[config.mk]
export PLATFORM = sky130hd
export DESIGN_NAME = qm_egress_sched
export DESIGN_NICKNAME = d
export VERILOG_FILES = /design/src/rtl/qm_egress_sched.sv
export SDC_FILE = /design/constraint.sdc
export NUM_CORES = 1
export LEC_CHECK = 0
export BUFFER_PORTS_ARGS = -buffer_cell sky130_fd_sc_hd__buf_2
export CAP_MARGIN = 20
export CORE_MARGIN = 2
export CORE_UTILIZATION = 53
export DETAILED_ROUTE_END_ITERATION = 10
export HOLD_SLACK_MARGIN = 0.02
export MAX_ROUTING_LAYER = met4
export PLACE_DENSITY_LB_ADDON = 0.12
export SYNTH_ARGS = -nofsm -noshare
export SYNTH_HDL_FRONTEND = slang
export SYNTH_SLANG_ARGS = --single-unit
[constraint.sdc]
create_clock -name clk -period 2.45 [get_ports clk]
set_clock_uncertainty 0.2 [all_clocks]
set_input_delay 0.3675 -clock clk [delete_from_list [all_inputs] [get_ports clk]]
set_output_delay 0.3675 -clock clk [all_outputs]
set_load 0.01 [all_outputs]
[src/rtl/qm_egress_sched.sv]
// qm_egress_sched
// Egress-side sequencer for the queue manager. Pops one frame descriptor
// from qm's pointer FIFO, checks it, waits for the destination port to be
// ready, then drains exactly the frame's byte count from qm's data FIFO and
// presents the bytes on a sof/dv/eof stream. A fixed inter-frame gap follows
// each frame. Rejected descriptors are counted and skipped without touching
// the data FIFO.

module qm_egress_sched #(
  parameter int NPORTS = 16,  // egress ports, legal destinations 0..NPORTS-1 (max 16)
  parameter int LEN_W  = 12,  // width of the descriptor length field
  parameter int IFG    = 2    // idle cycles after each frame (0 allowed)
) (
  input  logic              clk,
  input  logic              rst,

  // qm pointer FIFO
  input  logic              ptr_fifo_empty,
  input  logic [15:0]       ptr_fifo_dout,
  output logic              ptr_fifo_rd,

  // qm data FIFO
  input  logic [7:0]        data_fifo_dout,
  output logic              data_fifo_rd,

  // egress MAC readiness
  input  logic [NPORTS-1:0] port_rdy,

  // egress stream
  output logic [3:0]        out_port,
  output logic              out_sof,
  output logic              out_dv,
  output logic              out_eof,
  output logic [7:0]        out_data,

  // status
  output logic              busy,
  output logic [15:0]       frm_cnt,
  output logic [7:0]        err_cnt
);

  typedef enum logic [2:0] {
    IDLE     = 3'd0,
    PTR_WAIT = 3'd1,
    ARB      = 3'd2,
    DATA     = 3'd3,
    TAIL     = 3'd4,
    GAP      = 3'd5
  } state_e;

  // Gap counter holds IFG-1 down to 0; it is never used when IFG is 0.
  localparam int               GAP_W    = (IFG > 1) ? $clog2(IFG) : 1;
  localparam logic [GAP_W-1:0] GAP_LOAD = GAP_W'((IFG > 0) ? IFG - 1 : 0);
  localparam logic [4:0]       NPORTS_L = 5'(NPORTS);
  localparam logic [LEN_W-1:0] LEN_ONE  = LEN_W'(1);

  // State and registered outputs
  state_e           state_q,    state_d;
  logic [LEN_W-1:0] len_q,      len_d;
  logic [3:0]       port_q,     port_d;
  logic [LEN_W-1:0] cnt_q,      cnt_d;
  logic [GAP_W-1:0] gap_q,      gap_d;
  logic [3:0]       out_port_q, out_port_d;
  logic             sof_q,      sof_d;
  logic             dv_q,       dv_d;
  logic             eof_q,      eof_d;
  logic [15:0]      frm_q,      frm_d;
  logic [7:0]       err_q,      err_d;

  // Descriptor fields as they appear on the FIFO output during PTR_WAIT
  logic [LEN_W-1:0] desc_len;
  logic [3:0]       desc_port;
  logic             desc_bad;
  logic [15:0]      rdy_ext;

  assign desc_len  = ptr_fifo_dout[LEN_W-1:0];
  assign desc_port = ptr_fifo_dout[15:12];
  assign desc_bad  = (desc_len == '0) || ({1'b0, desc_port} >= NPORTS_L);

  // Zero-extend so any 4-bit port index selects a defined bit; ports
  // beyond NPORTS never reach ARB anyway.
  assign rdy_ext   = 16'(port_rdy);

  // Next-state and datapath decode for the frame sequencer
  always_comb begin
    // NOTE: every signal assigned here gets a default first, so no path
    // through the case leaves one unassigned and no latch is inferred.
    state_d    = state_q;
    len_d      = len_q;
    port_d     = port_q;
    cnt_d      = cnt_q;
    gap_d      = gap_q;
    out_port_d = out_port_q;
    frm_d      = frm_q;
    err_d      = err_q;
    sof_d      = 1'b0;
    dv_d       = 1'b0;
    eof_d      = 1'b0;

    unique case (state_q)
      IDLE: begin
        if (!ptr_fifo_empty) begin
          state_d = PTR_WAIT;
        end
      end

      PTR_WAIT: begin
        len_d  = desc_len;
        port_d = desc_port;
        if (desc_bad) begin
          if (err_q != 8'hFF) begin
            err_d = err_q + 8'd1;
          end
          state_d = IDLE;
        end else begin
          out_port_d = desc_port;
          state_d    = ARB;
        end
      end

      ARB: begin
        if (rdy_ext[port_q]) begin
          cnt_d   = len_q;
          state_d = DATA;
        end
      end

      DATA: begin
        // Each read here shows up as a stream beat one cycle later.
        dv_d  = 1'b1;
        sof_d = (cnt_q == len_q);
        eof_d = (cnt_q == LEN_ONE);
        cnt_d = cnt_q - LEN_ONE;
        if (cnt_q == LEN_ONE) begin
          state_d = TAIL;
        end
      end

      TAIL: begin
        frm_d = frm_q + 16'd1;
        if (IFG > 0) begin
          gap_d   = GAP_LOAD;
          state_d = GAP;
        end else begin
          state_d = IDLE;
        end
      end

      GAP: begin
        if (gap_q == '0) begin
          state_d = IDLE;
        end else begin
          gap_d = gap_q - GAP_W'(1);
        end
      end

      default: state_d = IDLE;
    endcase
  end

  // Register all state; synchronous reset returns to IDLE with everything cleared
  always_ff @(posedge clk) begin
    // NOTE: non-blocking assignments so every flop samples pre-edge values,
    // independent of statement order.
    if (rst) begin
      state_q    <= IDLE;
      len_q      <= '0;
      port_q     <= '0;
      cnt_q      <= '0;
      gap_q      <= '0;
      out_port_q <= '0;
      sof_q      <= 1'b0;
      dv_q       <= 1'b0;
      eof_q      <= 1'b0;
      frm_q      <= '0;
      err_q      <= '0;
    end else begin
      state_q    <= state_d;
      len_q      <= len_d;
      port_q     <= port_d;
      cnt_q      <= cnt_d;
      gap_q      <= gap_d;
      out_port_q <= out_port_d;
      sof_q      <= sof_d;
      dv_q       <= dv_d;
      eof_q      <= eof_d;
      frm_q      <= frm_d;
      err_q      <= err_d;
    end
  end

  // NOTE: the FIFO strobes are decoded from the state flop rather than
  // registered: the descriptor must be on ptr_fifo_dout during PTR_WAIT and
  // DATA must read on its first cycle. Gating with rst stops any pop the
  // moment reset is applied, so an aborted frame leaves its bytes in qm.
  assign ptr_fifo_rd  = (state_q == IDLE) && !ptr_fifo_empty && !rst;
  assign data_fifo_rd = (state_q == DATA) && !rst;

  assign out_port = out_port_q;
  assign out_sof  = sof_q;
  assign out_dv   = dv_q;
  assign out_eof  = eof_q;
  assign out_data = dv_q ? data_fifo_dout : 8'h00;
  assign busy     = (state_q != IDLE);
  assign frm_cnt  = frm_q;
  assign err_cnt  = err_q;

endmodule

==> summary by stage <==
Clock network
The total number of H-tree levels is 3. No sink is reached through more buffers than the 2 on the longest clock path. The number of hold-repair buffers added at the cts stage is 0. The root buffer cell is clkbuf_8. Clock tree synthesis inserted a total of 9 buffers. TritonCTS built the clock tree. The number of buffers inserted by post-CTS setup repair is 0.

The later pin in the worst-skew pair is clocked with a latency of 0.33 ns. The clock net sink count is 63. The clock-pin slew on the worst setup and hold paths is 0.07 ns. In this run, post-CTS repair resized a total of 0 instances.

Yosys
In the synthesized netlist the async set-or-reset flop fraction comes to 0%. The most common flop cell mapped by yosys is dfxtp_1. Counting every net in the synthesized netlist gives 443. The cell area after synthesis is 0.00338 sq mm. The yosys synthesis warning count is 0. Counting distinct cell types in the post-synthesis netlist gives 56. In the synthesized netlist, the number of instances is 396. Yosys mapped a number of flops with a built-in enable equal to 0. The sequential area share after synthesis is 37.3%. The mean instance size in the synthesized netlist is 8.55 sq um. The number of synthesized register bits is 63.

STA
Measured against its own limit, the worst slew margin works out to 65.3%. The accumulated negative setup slack is 0 ns. Hold is met by 0.0835 ns.

The pin slew with the least headroom to its limit is 0.515 ns. The number of slew-limit violations in the final report came to 0. The post-route minimum period is 2.24 ns. The setup slack of the critical path after layout is 0.208 ns. Timing would allow up to 446 MHz. Setup repair after global routing left no endpoint under its margin.

The worst path uses 91.5% of the clock period. Setup violations remaining at the end of the flow were counted as 0. The number of failing hold endpoints at the final stage came to 0.

Global routing
The via count of the first global-routing pass is 2,839. The first global-routing pass estimated 13,200 um of wire. Entering global routing, the biggest net connects 33 pins.

The number of antenna violations at the first check in global routing is 0. The global routing usage summed across all routing layers is 23.6%. The total overflow left after global routing is 0.

Die
The core region area is 0.00628 sq mm. The vertical die dimension is 83.9 um. 85 I/O pins were placed.

The floorplan has 29 rows. Once the floorplan was initialized, standard cells occupied 53.9% of the core. The die span in x is 83.9 um. The area of the die is 0.00704 sq mm.

Worst setup path
The kind of cell adding the most delay to the critical path is multiplexers. The beginning of the worst register-to-register path is port_q[2]. The worst register-to-register path has a depth of 6. The end point of the critical path is cnt_q[7]. The flop-to-flop setup slack is 0.21 ns. The number of cells on the critical path is 6.

The slowest cell on the critical path is mux4_1. STA classifies the critical path startpoint as a register. At the worst endpoint, the arrival time is 2.26 ns. The sort of element at the end of the critical path is a register. Data on the critical path is required at its endpoint by 2.47 ns. The most critical setup path has its startpoint at port_q[2].

The class of the most critical setup path is register to register. The peak fanout along the critical path is 25. The endpoint of the worst-slack reg-to-reg timing path is cnt_q[7].

Counting both buffers and inverters, the worst setup path holds a total of 1. Walking the worst path, the cells encountered are mux4_1 -> mux2_2 -> mux2i_4 -> buf_12 -> o21ai_0 -> o311a_1. In this design, the stage delay of the slowest critical-path cell is 0.58 ns.

Layout
The most common cell after layout, fill and taps aside is buf_2. The non-filler instance count after layout is 560. In the final layout, the share of cells above drive strength 1 is 27.7%. The filler cells instantiated in the layout total 571. The area of the multi-input gates is 0.00196 sq mm.

At the end of the flow, the number of nets in the layout was 527. In the layout the commonest cells are buf_2, dfxtp_1, nor2_1. The area added between synthesis and finish is 19.8%. Across the whole layout, storage elements account for 0.00126 sq mm.

The final cell utilization of the core is 64.6%. The number of inserted diodes is 0. Summing all non-filler instances in the final layout gives an area of 0.00406 sq mm.

Pwr
The peak supply drop is 0.410 mV. Combinational cells account for 27.7% of the total power. The fraction of power spent switching nets is 33.6%. The internal power summed over all cells is 1.86 mW. The switching power of the nets is 0.937 mW. The proportion of power drawn by flip-flops and latches is 43.5%.

The standby leakage power is 1.67 nW. The total power after layout is 2.79 mW. Per report_power, the clock group accounts for 28.8% of the total. The cell area power density is 689 mW/mm^2.

Place
The cell count after placement is 546. During placement, the flow inserted port buffers numbering 84. The pre-CTS worst setup slack is 0.213 ns. The total placed instance area is 0.00388 sq mm. Routability-driven placement finished with a final weighted congestion of 0.860.

Once detailed placement completed, the half-perimeter wirelength came to 5730 um.

Drt
Before antenna repair, the detailed router went through 4 iterations. For this block, the routed nets add up to 8020 um of wire. The via total after detailed routing is 3,176. The number of nets with antenna violations after routing is 0. The via-per-instance ratio is 5.67. Dividing the detail-routed wire length by the instance count gives 14.3 um. For this block, the initial DRC count from the detailed router was 279.

The DRC violation count after routing is 0.

Run
The reported max-cap violation count is 0.

Min path
The min-delay analysis places its worst path in the category input pin to register. The worst hold path cell count is 3.

Outcome
The flow ran to the end, and the final reports show no timing, DRC or antenna violations.
## power groups by stage
stage | Combinational (mW) | Sequential, mW | Clock [mW]
after floorplan | 0.625 | 1.18 | 0
after detailed placement | 0.766 | 1.24 | 0
after global routing | 0.860 | 1.23 | 0.868
after CTS | 0.773 | 1.21 | 0.822
final | 0.774 | 1.22 | 0.803
after global placement | 0.757 | 1.23 | 0
## layer usage
metal | track usage (%) | routed length, um | share of wire (%)
met5 | - | 0 | 0
met4 | 5.57 | 82 | 1.0
met3 | 5.44 | 564 | 7.0
met2 | 35.9 | 3700 | 46
met1 | 32.1 | 3670 | 46
## sequential cells by signal, indices dropped and copies added, names as in the netlist
| signal | count |
|---|---|
| cnt_q | 12 |
| state_q | 3 |
| out_dv | 1 |
| port_q | 4 |
| out_eof | 1 |
| out_port | 4 |
| out_sof | 1 |
| gap_q | 1 |
| err_cnt | 8 |
| len_q | 12 |
| frm_cnt | 16 |
## logic make-up (layout without fill, tap and decap cells)
kind of cell / count (synthesis) / after routing / share of synthesized area (%)
buffers and inverters: 31 / 118 / 4.77
DFF: 63 / 63 / 37.3
AOI/OAI and AO/OA: 68 / 68 / 14.3
muxes: 13 / 13 / 6.25
adders and majority gates: 4 / 4 / 1.48
xor gates and xnor gates: 31 / 31 / 8.02
and+or+nand+nor: 186 / 186 / 27.9
## synthesized netlist by cell type, drive strengths merged (4+ instances only)
cell type / n / share of area [%]
or3: 4 / 0.74
nand3: 10 / 1.6
a211oi: 8 / 2.8
nand4: 11 / 2.2
nor3: 15 / 2.2
dfxtp: 63 / 37
clkbuf: 14 / 1.6
buf: 12 / 2.6
nor4: 13 / 2.8
nor2: 57 / 6.3
mux4: 4 / 3.1
mux2i: 6 / 2.1
ha: 4 / 1.5
and2: 9 / 1.7
xor2: 11 / 2.8
a41oi: 4 / 1.0
nand2: 47 / 5.2
xnor2: 20 / 5.2
o21ai: 11 / 1.6
a31oi: 5 / 1.3
inv: 5 / 0.55
a21oi: 27 / 4.0
## area by class of cell
cell class / instances / share of cell area (%)
Timing Repair Buffer: 99 / 13.5
Clock inverter: 3 / 0.494
Tap cell: 77 / 2.38
Clock buffer: 11 / 3.73
Inverter: 5 / 0.463
Sequential cell: 63 / 31.1
Multi-Input combinational cell: 302 / 48.4
## worst min-delay path: stages
cell	delay (ns)
buf_2	0.11
nand2_1	0.05
a21oi_1	0.05
## worst min-delay path by stage
stage               slack (ns)       end             start
finish                    0.08  len_q[9]  ptr_fifo_dout[9]
detailed placement        0.27  len_q[4]          len_q[4]
CTS                       0.07  len_q[3]  ptr_fifo_dout[3]
floorplan                 0.26  len_q[0]          len_q[0]
global route              0.08  len_q[3]  ptr_fifo_dout[3]
global placement          0.27  len_q[4]          len_q[4]
(Power assumes the default switching activity.)
